File: src/rtl/alu_share_ctrl.sv
`default_nettype none
// ============================================================================
//  Module   : alu_share_ctrl
//  Purpose  : Time-shares the combinational execute-stage ALU between the
//             integer-execute port (0) and the branch/address port (1).
//             One operation in flight at a time: IDLE -> EXEC -> RESP.
//             Operands are registered at the request handshake and the ALU
//             result is captured and held until the owning port accepts it.
//  Config   : `define ALU_RR_ARB_EN for round-robin arbitration between the
//             two ports; otherwise port 0 has fixed priority.
//  Revision : 1.0  initial release
// ============================================================================
module alu_share_ctrl #(
    parameter int WIDTH = 32,
    parameter int OPW   = 4
) (
    input  logic             clk,
    input  logic             reset,
    // request side
    input  logic [1:0]       req_valid,
    output logic [1:0]       req_ready,
    input  logic [OPW-1:0]   req_op0,
    input  logic [OPW-1:0]   req_op1,
    input  logic [WIDTH-1:0] req_a0,
    input  logic [WIDTH-1:0] req_a1,
    input  logic [WIDTH-1:0] req_b0,
    input  logic [WIDTH-1:0] req_b1,
    // response side
    output logic [1:0]       rsp_valid,
    input  logic [1:0]       rsp_ready,
    output logic [WIDTH-1:0] rsp_data,
    output logic             rsp_zero,
    output logic             rsp_err,
    // ALU connection
    output logic [OPW-1:0]   alu_op,
    output logic [WIDTH-1:0] alu_ina,
    output logic [WIDTH-1:0] alu_inb,
    input  logic [WIDTH-1:0] alu_out
);

    // ------------------------------------------------------------------------
    // Constants
    // ------------------------------------------------------------------------
    localparam logic [1:0] c_IDLE = 2'd0;
    localparam logic [1:0] c_EXEC = 2'd1;
    localparam logic [1:0] c_RESP = 2'd2;

    // Opcodes 0 .. c_NUM_LEGAL_OPS-1 are executed; anything above is rejected.
    localparam int c_NUM_LEGAL_OPS = 10;

    // ------------------------------------------------------------------------
    // State and datapath registers
    // ------------------------------------------------------------------------
    logic [1:0]       r_state;
    logic [1:0]       w_state_nxt;
    logic             r_owner;
    logic [OPW-1:0]   r_op;
    logic [WIDTH-1:0] r_a;
    logic [WIDTH-1:0] r_b;
    logic [WIDTH-1:0] r_rsp_data;
    logic             r_rsp_zero;
    logic             r_rsp_err;

    // ------------------------------------------------------------------------
    // Arbitration
    // ------------------------------------------------------------------------
    logic [1:0]       w_grant;
    logic             w_accept;

`ifdef ALU_RR_ARB_EN
    // Port holding priority when both request together.
    logic             r_rr_ptr;

    // Round-robin grant: a lone requester always wins, ties go to the pointer.
    always_comb begin
        w_grant = 2'b00;
        if (r_state == c_IDLE) begin
            case (req_valid)
                2'b01:   w_grant = 2'b01;
                2'b10:   w_grant = 2'b10;
                2'b11:   w_grant = r_rr_ptr ? 2'b10 : 2'b01;
                default: w_grant = 2'b00;
            endcase
        end
    end

    // After every grant the other port gets priority.
    always_ff @(posedge clk or posedge reset) begin
        if (reset) begin
            r_rr_ptr <= 1'b0;
        end else if (w_accept) begin
            r_rr_ptr <= w_grant[0];
        end
    end
`else
    // Fixed-priority grant: port 0 always wins, port 1 only when port 0 idle.
    always_comb begin
        w_grant = 2'b00;
        if (r_state == c_IDLE) begin
            if (req_valid[0]) begin
                w_grant = 2'b01;
            end else if (req_valid[1]) begin
                w_grant = 2'b10;
            end
        end
    end
`endif

    assign w_accept  = |w_grant;
    assign req_ready = w_grant;

    // ------------------------------------------------------------------------
    // Selected request and opcode legality
    // ------------------------------------------------------------------------
    logic [OPW-1:0]   w_sel_op;
    logic [WIDTH-1:0] w_sel_a;
    logic [WIDTH-1:0] w_sel_b;
    logic             w_sel_legal;
    logic             w_owner_ack;
    logic             w_alu_zero;

    assign w_sel_op    = w_grant[1] ? req_op1 : req_op0;
    assign w_sel_a     = w_grant[1] ? req_a1  : req_a0;
    assign w_sel_b     = w_grant[1] ? req_b1  : req_b0;
    assign w_sel_legal = (int'(w_sel_op) < c_NUM_LEGAL_OPS);

    // Only the owner's acknowledge can retire a response.
    assign w_owner_ack = rsp_ready[r_owner];
    assign w_alu_zero  = (alu_out == '0);

    // ------------------------------------------------------------------------
    // FSM
    // ------------------------------------------------------------------------
    // Next-state: illegal ops bypass EXEC since there is nothing to compute.
    always_comb begin
        w_state_nxt = r_state;
        case (r_state)
            c_IDLE: begin
                if (w_accept) begin
                    w_state_nxt = w_sel_legal ? c_EXEC : c_RESP;
                end
            end
            c_EXEC: begin
                w_state_nxt = c_RESP;
            end
            c_RESP: begin
                if (w_owner_ack) begin
                    w_state_nxt = c_IDLE;
                end
            end
            default: begin
                w_state_nxt = c_IDLE;
            end
        endcase
    end

    // State register; reset aborts any operation in flight.
    always_ff @(posedge clk or posedge reset) begin
        if (reset) begin
            r_state <= c_IDLE;
        end else begin
            r_state <= w_state_nxt;
        end
    end

    // Remember which port owns the operation for response routing.
    always_ff @(posedge clk or posedge reset) begin
        if (reset) begin
            r_owner <= 1'b0;
        end else if (w_accept) begin
            r_owner <= w_grant[1];
        end
    end

    // ALU operand registers: loaded only for legal ops so the ALU inputs
    // stay quiet (no toggling) outside of real work.
    always_ff @(posedge clk or posedge reset) begin
        if (reset) begin
            r_op <= '0;
            r_a  <= '0;
            r_b  <= '0;
        end else if (w_accept && w_sel_legal) begin
            r_op <= w_sel_op;
            r_a  <= w_sel_a;
            r_b  <= w_sel_b;
        end
    end

    // Response registers: ALU result captured at the end of EXEC, or a
    // forced zero/error result when an illegal opcode is accepted.
    always_ff @(posedge clk or posedge reset) begin
        if (reset) begin
            r_rsp_data <= '0;
            r_rsp_zero <= 1'b0;
            r_rsp_err  <= 1'b0;
        end else if (r_state == c_IDLE && w_accept && !w_sel_legal) begin
            r_rsp_data <= '0;
            r_rsp_zero <= 1'b1;
            r_rsp_err  <= 1'b1;
        end else if (r_state == c_EXEC) begin
            r_rsp_data <= alu_out;
            r_rsp_zero <= w_alu_zero;
            r_rsp_err  <= 1'b0;
        end
    end

    // ------------------------------------------------------------------------
    // Outputs
    // ------------------------------------------------------------------------
    genvar gi;
    generate
        for (gi = 0; gi < 2; gi++) begin : g_rsp_valid
            assign rsp_valid[gi] = (r_state == c_RESP) && (int'(r_owner) == gi);
        end
    endgenerate

    assign rsp_data = r_rsp_data;
    assign rsp_zero = r_rsp_zero;
    assign rsp_err  = r_rsp_err;

    assign alu_op   = r_op;
    assign alu_ina  = r_a;
    assign alu_inb  = r_b;

endmodule
`default_nettype wire

File: config.mk
export PLATFORM = sky130hd
export DESIGN_NAME = alu_share_ctrl
export DESIGN_NICKNAME = d
export VERILOG_FILES = /design/src/rtl/alu_share_ctrl.sv
export SDC_FILE = /design/constraint.sdc
export NUM_CORES = 1
export LEC_CHECK = 0
export CORE_ASPECT_RATIO = 1.2
export CORE_MARGIN = 2
export CORE_UTILIZATION = 36
export CTS_BUF_LIST = sky130_fd_sc_hd__clkbuf_4 sky130_fd_sc_hd__clkbuf_8
export CTS_CLUSTER_DIAMETER = 50
export DETAILED_ROUTE_END_ITERATION = 7
export GPL_ROUTABILITY_DRIVEN = 0
export GPL_TIMING_DRIVEN = 0
export PLACE_DENSITY = 0.8
export SLEW_MARGIN = 25
export SYNTH_ARGS = -nofsm -noshare
export SYNTH_HDL_FRONTEND = slang
export SYNTH_SLANG_ARGS = --single-unit
File: constraint.sdc
create_clock -name clk -period 3.7 [get_ports clk]
set_input_delay 1.11 -clock clk [delete_from_list [all_inputs] [get_ports clk]]
set_output_delay 1.11 -clock clk [all_outputs]
set_load 0.01 [all_outputs]
* Word level (Yosys, flattened, before mapping)
Index checks and enable logic that the tools add are counted.
Word-level totals: bits in registers 105, output and inout port bits 106, logic and storage cells 44
Cells by class: order comparisons 2, eq/ne operators 4, muxes and demuxes 18, bitwise operators 1, reductions and logical operators 11
Operators by type and width (number):
- 2-to-1 mux 32 bit | 4
- logical NOT 32 bit | 1
- 2-to-1 mux 2 bit | 6
- 2-to-1 mux 1 bit | 6
- case mux 2 bit (3 select lines) | 1
- logical AND 1 bit | 5
- < comparator 4 bit, second input constant | 1
- 2-to-1 mux 4 bit | 1
- != test 2 bit, second input constant | 2
- equality test 2 x 1 -> 1 bit, second input constant | 1
- equality test 2 bit, second input constant | 1
- logical NOT 2 bit | 1
- < comparator 1 x 2 -> 1 bit, second input constant | 1
- AND reduction 2 bit | 1
- nonzero test 2 bit | 1
- OR reduction 2 bit | 1
- logical NOT 1 bit | 1
- NOT 1 bit | 1

* Logic depth before layout (Yosys ltp)
word-level depth 8, gate-level depth with buffers 7, mapped depth without buffers 4

* Least setup slack after synthesis
Ideal clock, no wire load.
path kind input -> output, from input req_valid[0], to output req_ready[1], data arrival time 1.906 ns, required time 2.590 ns, setup slack 0.684 ns, stages on the path 3, buffers on the path 2, cells stage by stage nor4b_1 -> buf_2 -> buf_1
Between the ends: longest elaborated chain between the ends 2
Ends and longest elaborated chain:
- start: declaration | line 20 | input logic [1:0] req_valid,
- 2-to-1 mux 2 bit | line 100 | if (req_valid[0]) begin
- 2-to-1 mux 2 bit | line 99 | if (r_state == c_IDLE) begin
- end: declaration | line 21 | output logic [1:0] req_ready,
No other way between the ends.

* Final worst setup path
Same ends and word-level chain as after synthesis.

==> results.toml <==
[placed_design]
dp.cells = 848
dpl.hpwl_um = 12700
port_buffers = 279

[synth]
synthesis.area_mm2 = 0.00489
syn_avg_cell_area_um2 = 12.3
synth-seq-cells = 105
synth_warnings = 0
ys.flop_type = "dfrtp_1"
synthMuxAreaShare_pct = 31.4
synth-simple-area-share_pct = 8.00
synth_nets = 571
seq_area_frac_synth_pct = 53.7
yosysUniqueCellTypes = 24
synth_top_family_by_area = "multiplexers"
async_flop_share_pct = 100
synth_xor_area_share_pct = 0
synthAdderAreaFrac_pct = 0
synth-compound-area-share_pct = 4.32
syn_inst = 397
synth_edf_count = 0

[layout]
fill_cells = 1105
stdcell_count = 865
syn_to_final_growth_pct = 67.8
final_util_pct = 62.0
drive_gt1_share_pct = 21.6
multi_input_area_mm2 = 0.00214
fin_nets = 865
regArea_mm2 = 0.00263

[drt]
via_per_inst = 4.88
drc = 0
vias = 4224
wl_um = 15500
dr.pass1.iters = 4
wl_per_cell_um = 17.9
ant_nets = 0
drt_iter0_drc = 82

[clock_network]
cts_sinks = 105
hold_buffers = 0
clock_latency_ps = 360
cts_tree = "yes"
clk_path_buf_depth = 2
htreeDepth = 3
clk_pin_slew_ps = 90
numCtsBuffers = 9
cts_root_buffer = "clkbuf_8"

[job]
cap_viol_max_count = 0

[timing]
tns_ps = 0
setup_viol = 0
finalHoldViolations = 0
tightest_slew_ps = 727
min_period_ps = 3640
skew_ps = 6.96
timing.fmax_mhz = 275
fin_crit_sh_pct = 98.4
slew_headroom_pct = 51.5
rsz0062_at_grt = "no"
report.final.slew_viol_count = 0

[power_and_ir_drop]
p_sw_mw = 1.77
pwr-share-clk_pct = 13.5
internal_power_mw = 3.70
finalPower_mw = 5.47
power_frac_comb_pct = 50.7
pwr_density_cell_mw_per_mm2 = 666
ir_worst_vdd_uv = 306
seq_power_share_pct = 35.9
p_leak_nw = 3.29
swShare_pct = 32.3

[floorplan]
placementRows = 46
io_pins = 280
dieArea_mm2 = 0.0145
initial_core_util_pct = 37.0
die_x_um = 110
die_y_um = 132
core_area_mm2 = 0.0132

[setup_path]
crit_slowest_cell = "clkdlybuf4s50_1"
cp_num_buf_inv = 3
critPathKind = "in -> out"
crit_family = "buffers and inverters"
cp.required_ps = 2590
cp_slowest_stage_delay_ps = 530
cp_max_fo = 3
endpoint_kind = "output port"
start_kind = "input pin"
crit_arrival_ps = 2530
crit_top_cell = "clkdlybuf4s50_1"
cp_cell_sequence = "clkdlybuf4s50_1, nor4b_1, buf_4, clkdlybuf4s50_1"

[global_route]
grt_pass1_vias = 4649
antenna_found_initial = 2
grt_max_degree = 34
grt_usage_pct = 21.4
grt_pass1_wl_um = 24800
overflow = 0

[run_status]
status = "finished clean"

[min_path]
hp-class = "reg -> reg"
registers in the layout, summed over array words and instances, names as in the netlist:
| name | count |
|---|---|
| alu_ina | 32 |
| alu_op | 4 |
| r_state | 2 |
| r_owner | 1 |
| rsp_data | 32 |
| rsp_err | 1 |
| alu_inb | 32 |
| rsp_zero | 1 |
final cells by class:
| class | count | share of cell area, % |
|---|---|---|
| Buffer | 26 | 1.40 |
| Antenna cell | 1 | 0.0305 |
| Sequential cell | 105 | 32.0 |
| Tap cell | 168 | 2.56 |
| Clock inverter | 2 | 0.457 |
| Multi-Input combinational cell | 263 | 26.1 |
| Inverter | 2 | 0.137 |
| Clock buffer | 14 | 2.04 |
| Timing Repair Buffer | 284 | 35.3 |
stage by stage:
step,setup WS [ps],instance area (µm²),hold WS [ps]
after floorplan,684,4900,508
after global placement,-634,7900,459
after detailed placement,-639,8000,466
after CTS,63.7,8210,496
after global routing,1.24,8210,503
final,58.5,8210,491
what timing repair did:
item	in CTS	in global routing
setup buffers	1	0
resized for setup	1	0
setup endpoints to repair	1	0
layer usage:
metal  share of wire, %  wire length, µm  track usage [%]  up-vias
met3                8.0             1250             6.69       30
met4                2.9              455             8.40        2
met2                 54             8330             40.6      201
li1                   -                -                -     1982
met5              0.077               12                0        -
met1                 35             5480             21.7     2009
cells in the mapped netlist (3+ instances only):
| master | instances | area (µm²) |
|---|---|---|
| a21oi_1 | 32 | 160 |
| buf_2 | 6 | 30.0 |
| clkbuf_1 | 18 | 67.6 |
| dfrtp_1 | 105 | 2630 |
| mux2_1 | 15 | 169 |
| mux2_2 | 119 | 1340 |
| mux2i_1 | 3 | 30.0 |
| nand2_1 | 65 | 244 |
| nor2b_1 | 3 | 18.8 |
| nor4_1 | 8 | 50.1 |
cells in the final DEF, fill, tap and decap left out, types with 2 or more instances in the layout:
master,count
dfrtp_1,105
clkbuf_8,10
buf_16,2
buf_2,5
mux2i_1,3
nand2_1,65
o21ai_0,2
a21oi_1,32
nor3_1,2
buf_12,2
clkbuf_4,4
clkinvlp_4,2
and2_1,2
a211o_1,2
nor2b_1,3
mux2_1,15
nor4_1,8
mux2_2,119
nor2_1,2
clkbuf_1,18
nand4_1,2
clkdlybuf4s50_1,279
buf_4,4
a21o_1,2
final timing paths:
check	startpoint	to	slack, ps	cells past startpoint
worst max-delay path	req_valid[0]	req_ready[1]	60	4
worst min register to register	alu_inb[8]	alu_inb[8]	490	1
worst max register to register	r_state[0]	alu_inb[10]	910	8
min in group asynchronous	reset	rsp_data[22]	1010	2
max in group asynchronous	reset	alu_ina[5]	1870	5
worst min-delay path	alu_inb[8]	alu_inb[8]	490	1
logic make-up after synthesis:
logic type / count (synthesis)
AND/OR/NAND/NOR: 87
buffers and inverters: 29
multiplexers: 137
flip-flops: 105
AO/OA/AOI/OAI: 39
power groups by stage:
stage               registers [mW]  logic, mW  clock network [mW]
finish                        1.96       2.77               0.736
CTS                           1.97       2.81               0.768
global route                  2.03       2.96               0.807
floorplan                     2.20      0.992                   0
detailed placement            1.99       2.80                   0
global placement              1.95       2.72                   0
(Power assumes the default switching activity.)
